`src/rtl/multiplexor_barrido.sv`:
```
// multiplexor_barrido: registered N:1 channel selector with an automatic scan
// mode. In scan mode a contiguous (optionally wrapping) channel range is
// streamed one channel per beat over VALID/READY, followed by a DONE pulse.
module multiplexor_barrido #(
    parameter int Width = 8,
    parameter int NumCh = 8,
    parameter int SelW  = 3
) (
    input  logic                   CLK,
    input  logic                   RST,
    input  logic                   MODO,
    input  logic [SelW-1:0]        SEL,
    input  logic                   START,
    input  logic [SelW-1:0]        FIRST,
    input  logic [SelW-1:0]        LAST,
    input  logic [NumCh*Width-1:0] In,
    input  logic                   READY,
    output logic [Width-1:0]       Out,
    output logic                   VALID,
    output logic [SelW-1:0]        CH,
    output logic                   BUSY,
    output logic                   DONE
);

    typedef enum logic [1:0] {
        S_IDLE  = 2'd0,
        S_SCAN  = 2'd1,
        S_DRAIN = 2'd2
    } state_t;

    state_t           r_state;
    state_t           w_state_next;
    logic [SelW-1:0]  r_ptr,   w_ptr_next;
    logic [SelW-1:0]  r_last,  w_last_next;
    logic [Width-1:0] r_out,   w_out_next;
    logic             r_valid, w_valid_next;
    logic [SelW-1:0]  r_ch,    w_ch_next;
    logic             r_done,  w_done_next;

    logic [Width-1:0] w_chan [NumCh];
    logic [Width-1:0] w_sel_data;
    logic [Width-1:0] w_first_data;
    logic [Width-1:0] w_ptr_data;
    logic             w_range_ok;
    logic             w_xfer;

    // Unpack the flat input bus into one entry per channel.
    for (genvar gi = 0; gi < NumCh; gi++) begin : g_chan
        assign w_chan[gi] = In[gi*Width +: Width];
    end

    // Successor channel in scan order; the top channel wraps to zero.
    function automatic logic [SelW-1:0] next_ch(input logic [SelW-1:0] x);
        if (int'(x) == NumCh - 1)
            return '0;
        return x + SelW'(1);
    endfunction

    // Manual selects beyond the channel count read as zero.
    assign w_sel_data   = (int'(SEL) < NumCh) ? w_chan[SEL] : '0;
    assign w_first_data = (int'(FIRST) < NumCh) ? w_chan[FIRST] : '0;
    assign w_ptr_data   = w_chan[r_ptr];
    assign w_range_ok   = (int'(FIRST) < NumCh) && (int'(LAST) < NumCh);
    assign w_xfer       = r_valid && READY;

    // State and output registers.
    always_ff @(posedge CLK) begin
        if (RST) begin
            r_state <= S_IDLE;
            r_ptr   <= '0;
            r_last  <= '0;
            r_out   <= '0;
            r_valid <= 1'b0;
            r_ch    <= '0;
            r_done  <= 1'b0;
        end else begin
            r_state <= w_state_next;
            r_ptr   <= w_ptr_next;
            r_last  <= w_last_next;
            r_out   <= w_out_next;
            r_valid <= w_valid_next;
            r_ch    <= w_ch_next;
            r_done  <= w_done_next;
        end
    end

    // Next-state and next-output logic; everything holds unless changed.
    always_comb begin
        w_state_next = r_state;
        w_ptr_next   = r_ptr;
        w_last_next  = r_last;
        w_out_next   = r_out;
        w_valid_next = r_valid;
        w_ch_next    = r_ch;
        w_done_next  = 1'b0;
        case (r_state)
            S_IDLE: begin
                if (!MODO) begin
                    w_out_next   = w_sel_data;
                    w_ch_next    = SEL;
                    w_valid_next = 1'b1;
                end else begin
                    w_valid_next = 1'b0;
                    if (START && w_range_ok) begin
                        w_out_next   = w_first_data;
                        w_ch_next    = FIRST;
                        w_valid_next = 1'b1;
                        w_last_next  = LAST;
                        if (FIRST == LAST) begin
                            w_state_next = S_DRAIN;
                        end else begin
                            w_ptr_next   = next_ch(FIRST);
                            w_state_next = S_SCAN;
                        end
                    end
                end
            end
            S_SCAN: begin
                if (w_xfer) begin
                    w_out_next = w_ptr_data;
                    w_ch_next  = r_ptr;
                    if (r_ptr == r_last)
                        w_state_next = S_DRAIN;
                    else
                        w_ptr_next = next_ch(r_ptr);
                end
            end
            S_DRAIN: begin
                if (w_xfer) begin
                    w_valid_next = 1'b0;
                    w_done_next  = 1'b1;
                    w_state_next = S_IDLE;
                end
            end
            default: begin
                w_state_next = S_IDLE;
            end
        endcase
    end

    assign Out   = r_out;
    assign VALID = r_valid;
    assign CH    = r_ch;
    assign BUSY  = (r_state != S_IDLE);
    assign DONE  = r_done;

endmodule

```
`config.mk`:
```
export PLATFORM = sky130hd
export DESIGN_NAME = multiplexor_barrido
export DESIGN_NICKNAME = d
export VERILOG_FILES = /design/src/rtl/multiplexor_barrido.sv
export SDC_FILE = /design/constraint.sdc
export NUM_CORES = 1
export LEC_CHECK = 0
export CORE_MARGIN = 3
export CORE_UTILIZATION = 50
export DETAILED_ROUTE_END_ITERATION = 7
export PLACE_DENSITY = 0.95
export SETUP_SLACK_MARGIN = 0.15
export SLEW_MARGIN = 10
export SYNTH_ARGS = -nofsm -noshare
export SYNTH_HDL_FRONTEND = slang
export SYNTH_SLANG_ARGS = --single-unit
```
`constraint.sdc`:
```
create_clock -name CLK -period 5.1 [get_ports CLK]
set_clock_uncertainty 0.15 [all_clocks]
set_input_delay 0.765 -clock CLK [delete_from_list [all_inputs] [get_ports CLK]]
set_output_delay 0.765 -clock CLK [all_outputs]
set_load 0.01 [all_outputs]
```
# After elaboration in Yosys (flattened, before gate mapping)
# Cells that the tools add are included.
dict set report op_classes {
  order_cmp 3
  n_bitwise 4
  n_reduce_logical 11
  add_sub_neg 2
  n_eq_ne 14
  muxes 48
}
# op n
set ops {}
lappend ops {{8-bit binary-select mux with 3-bit select} 3}
lappend ops {{8-bit two-way mux} 9}
lappend ops {{3-bit two-way mux} 12}
lappend ops {{8-bit one-hot mux with 2 select lines} 1}
lappend ops {{2-bit inequality test (second input constant)} 7}
lappend ops {{1-bit two-way mux} 13}
lappend ops {{4-bit greater-or-equal comparator (second input constant)} 3}
lappend ops {{2-bit two-way mux} 6}
lappend ops {{3-bit NOT with 4-bit output} 3}
lappend ops {{3-bit one-hot mux with 2 select lines} 2}
lappend ops {{3-bit by 1-bit adder with 3-bit output (second input constant)} 2}
lappend ops {{3-bit by 1-bit equality test with 1-bit output (second input constant)} 2}
lappend ops {{3-bit equality test} 2}
lappend ops {{2-bit one-hot mux with 3 select lines} 1}
lappend ops {{3-bit AND reduction} 2}
lappend ops {{6-bit AND reduction} 1}
lappend ops {{2-bit nonzero test} 3}
lappend ops {{5-bit AND reduction} 1}
lappend ops {{3-bit inequality test (second input constant)} 1}
lappend ops {{2-bit by 1-bit equality test with 1-bit output (second input constant)} 1}
lappend ops {{2-bit equality test (second input constant)} 1}
lappend ops {{2-bit zero test} 1}
lappend ops {{1-bit one-hot mux with 2 select lines} 1}
lappend ops {{2-bit AND reduction} 1}
lappend ops {{other kinds (3)} 3}
dict set report word_totals {
  regBits 21
  inputBits 78
}

# Depth between registers and ports, before layout
dict set report logic_depth {
  ltp_word 11
  ltp_mapped 6
  ltp_nobuf 5
}

# Worst setup path before layout
# No wires, ideal clock.
dict set report synth_path {
  kind {input to register}
  startpoint {in FIRST[0]}
  endpoint {reg r_out[4] (netlist: Out[4])}
  required_time_ns 4.822
  path_buffers 2
  setup_ns 0.128
  t_arrival_ns 1.879
  cell_stages 6
  slack_ns 2.943
  path_cell_list {buf_2 buf_2 mux2i_1 o22ai_1 nor4_1 a21oi_2}
}
dict set report synth_via {
  elab_chain_cells 7
}
# item line
set synth_lines {}
lappend synth_lines {{start, declared} 14} ;# input logic [SelW-1:0] FIRST,
lappend synth_lines {{3-bit NOT with 4-bit output (implied by the code)} 61} ;# assign w_first_data = (int'(FIRST) < NumCh) ? w_chan[FIRST] : '0;
lappend synth_lines {{8-bit binary-select mux with 3-bit select} 61}
lappend synth_lines {{8-bit two-way mux (implied by the code) (2 in series)} 61}
lappend synth_lines {{8-bit two-way mux} 104} ;# if (START && w_range_ok) begin
lappend synth_lines {{8-bit two-way mux} 98} ;# if (!MODO) begin
lappend synth_lines {{8-bit one-hot mux with 2 select lines} 96} ;# case (r_state)
lappend synth_lines {{end signal, assigned} 80} ;# r_out <= w_out_next;
lappend synth_lines {{end, declared} 35} ;# logic [Width-1:0] r_out, w_out_next;
# No other way between the ends. The select of a mux whose other input is x is not followed.
# A chain may end at the register's enable or synchronous reset.

# Worst setup path after layout
dict set report layout_path {
  startpoint {in MODO}
  endpoint {reg r_out[3] (netlist: Out[3])}
}
dict set report layout_via {
  elab_chain_cells 2
  word_cells_on_any_way 4
  classes_between {1 x eq/ne; 2 x mux; 1 x reduce/logical}
}
# item line
set layout_lines {}
lappend layout_lines {{start, declared} 11} ;# input logic MODO,
lappend layout_lines {{3-bit inequality test (no line) or 8-bit two-way mux (tied branches)} --}
lappend layout_lines {{3-bit AND reduction (no line) or 8-bit one-hot mux with 2 select lines (tied branches)} --}
# Parallel ways exist; a longest one is shown, timed or not.

==> impl_results.md <==
- Hold WS: 0.324 ns
- H-tree Lvls: 1
- Ys Warns: 0
- Clock tree sinks: 21
- P_leak: 1.52 nW
- Post-CTS Setup Inserts: 0
- Cell area after synthesis: 2730 um^2
- Vias per cell: 6.56
- GR Overflow Total: 0
- DRT Wirelength: 8.34 mm
- Unrepaired setup endpoints after global routing: false
- Power density over cell area: 173 nW/um^2
- Crit Path Max Fanout: 14
- P&R area growth vs syn: 33.0%
- Synth cell count leaders: mux2i_1, nor2_1, o22ai_1
- Simple-Gate Fraction of Synth Area: 12.2%
- CP endpoint kind: flip-flop
- R2r endpoint: Out[6]
- Final Wtd Congestion: 0.848
- Avg Cell Area, Syn: 9.49 um^2
- Adder-cell area share of the yosys netlist: 1.83%
- Ranking of synthesized cells by area: mux2i_1, dfxtp_1, mux4_1
- Final worst path period share: 52.0%
- First-pass GRT wire length: 13.2 mm
- Max Cap Viol: 0
- Status: completed
- Post-route minimum period: 2.65 ns
- Nets: 443
- FF/Latch Area: 420 um^2
- Root Driver: clkbuf_8
- Post-DP HPWL: 6.05 mm
- Detail Route Antenna Nets: 0
- Psw: 0.000219 W
- Placed insts: 426
- IO Count: 92
- FF-to-FF path depth: 4
- # DRC: 0
- Slew HR: 15.1%
- Largest family of logic cells by synthesized area: multiplexers
- Yosys top cell by area: mux2i_1
- Switching share of power: 34.8%
- Most frequent cell after synthesis: mux2i_1
- Worst-path clk slew: 0.08 ns
- Combinational share of power: 49.7%
- Clk_lat worst skew: 0.26 ns
- R2r setup slk: 2.57 ns
- Yosys cell types: 44
- Die Span Y: 79.9 um
- Req. time, crit path: 5.15 ns
- Post-Synth XOR/XNOR Area: 2.61%
- Final setup viols: 0
- Async SR Flop Fraction: 0%
- Clock power share: 17.8%
- Yosys reg bits: 21
- Share of post-route cells with drive strength above 1: 5.83%
- Vias in the first global route: 2708
- # hold bufs at CTS: 0
- Finished Layout Cells: 430
- Worst EP arrival: 2.70 ns
- Worst hold path type: reg2reg
- Initial core utilization: 52.5%
- Compound-Gate Fraction of Synth Area: 17.3%
- CTS resizes: 0
- Diode count: 0
- CTS Buf Count: 3
- Die area: 6390 um^2
- Fin. Hold Viols: 0
- Initial DRC count: 197
- Initial antenna violation count: 0
- Core Util, Final: 69.8%
- Int Power: 0.000410 W
- Drt wl/cell: 19.4 um
- Syn Nets: 370
- Peak supply drop: 0.000117 V
- Max Freq: 377 MHz
- Sequential power share: 32.5%
- Setup crit end: Out[3]
- Worst slew pin tran: 1.27 ns
- Final Max Tran Viols: 0
- Setup TNS: 0 ns
- Post-Syn Instances: 288
- Top_reg_cell synth: dfxtp_1
- PortBufs: 91
- Vias: 2821
- Critical Setup Path Class: in2reg
- Sequential-to-total area share from yosys stat: 15.4%
- Core Region: 5200 um^2
- Max Root-Sink Buffers: 2
- Largest net degree at the start of global routing: 37
- Gr usage total: 26.0%
- Number of synthesized flops with an enable pin: 0
- Multi-input logic area: 2140 um^2
- Die W: 79.9 um
- CTS tree: yes
- R2R Path Start: r_ptr[1]
- CP Launch Type: input pin
- Yosys top cell area share: 29.3%
- Mux cell area share after synthesis: 44.3%
- Fillers: 397
- Setup crit start: MODO
- Std cell rows: 26
- Pre-antenna DRT Iters: 5
[through the flow]
stage / instance area, um^2 / setup WS, ns / power, W
after global placement: 3590 / 2.30 / 0.000505
final: 3630 / 2.45 / 0.000629
after global routing: 3630 / 2.34 / 0.000658
after floorplan: 2730 / 2.94 / 0.000384
after CTS: 3630 / 2.47 / 0.000625
after detailed placement: 3590 / 2.22 / 0.000516
[kinds of logic (layout without fill, tap and decap cells)]
| family | after synthesis | after routing |
|---|---|---|
| simple gates | 65 | 65 |
| mux | 96 | 96 |
| flops | 21 | 21 |
| fa+ha+maj | 4 | 4 |
| compound gates | 62 | 62 |
| buf+inv | 34 | 106 |
| xor+xnor | 6 | 6 |
[cells in the final DEF, fill, tap and decap left out, types with 5 or more instances in the layout]
cell type and n:
nand2_1 5, xor2_1 5, mux4_1 13, mux2i_1 80, a221o_1 8, a21oi_1 12
clkdlybuf4s50_1 89, nor2_1 31, o22ai_1 24, nor4_1 8, dfxtp_1 21, inv_1 9
[flip-flops by register name, indices dropped and copies added, names as in the netlist]
signal	flops
DONE	1
r_last	3
r_state	2
VALID	1
Out	8
CH	3
r_ptr	3
[power groups by stage]
stage | clock (W) | sequential [W] | combinational [W]
CTS | 0.000111 | 0.000204 | 0.000310
floorplan | 0 | 0.000202 | 0.000182
global placement | 0 | 0.000207 | 0.000299
detailed placement | 0 | 0.000208 | 0.000308
global route | 0.000117 | 0.000207 | 0.000334
finish | 0.000112 | 0.000205 | 0.000313
[layout make-up]
type | count | area share (%)
clock buffers | 4 | 1.24
flip-flops and latches | 21 | 11.6
inverters | 10 | 1.03
multi-input cells | 233 | 58.8
repair buffers | 92 | 25.0
well taps | 70 | 2.41
[metal layers]
metal	vias to the layer above	track usage [%]	part of all wire (%)	wire, um
met4	0	7.43	1.9	159
li1	1279	-	-	-
met2	174	45.4	50	4180
met1	1347	33.1	39	3250
met5	-	0	0	0
met3	21	3.50	9.0	747
[worst min-delay path by stage]
| stage | to | slack, ns | depth (start not counted) | start |
|---|---|---|---|---|
| floorplan | r_last[0] | 0.33 | 2 | r_last[0] |
| global placement | CH[2] | 0.30 | 2 | CH[2] |
| detailed placement | CH[0] | 0.31 | 2 | CH[0] |
| CTS | CH[0] | 0.32 | 2 | CH[0] |
| global route | CH[0] | 0.34 | 2 | CH[0] |
| finish | CH[0] | 0.32 | 2 | CH[0] |
[worst max-delay path, stage by stage]
cell,delay [ns]
clkdlybuf4s50_1,0.65
nor3b_1,0.26
a211o_1,0.48
a221o_1,0.42
a21oi_1,0.12
(Power assumes the default switching activity.)
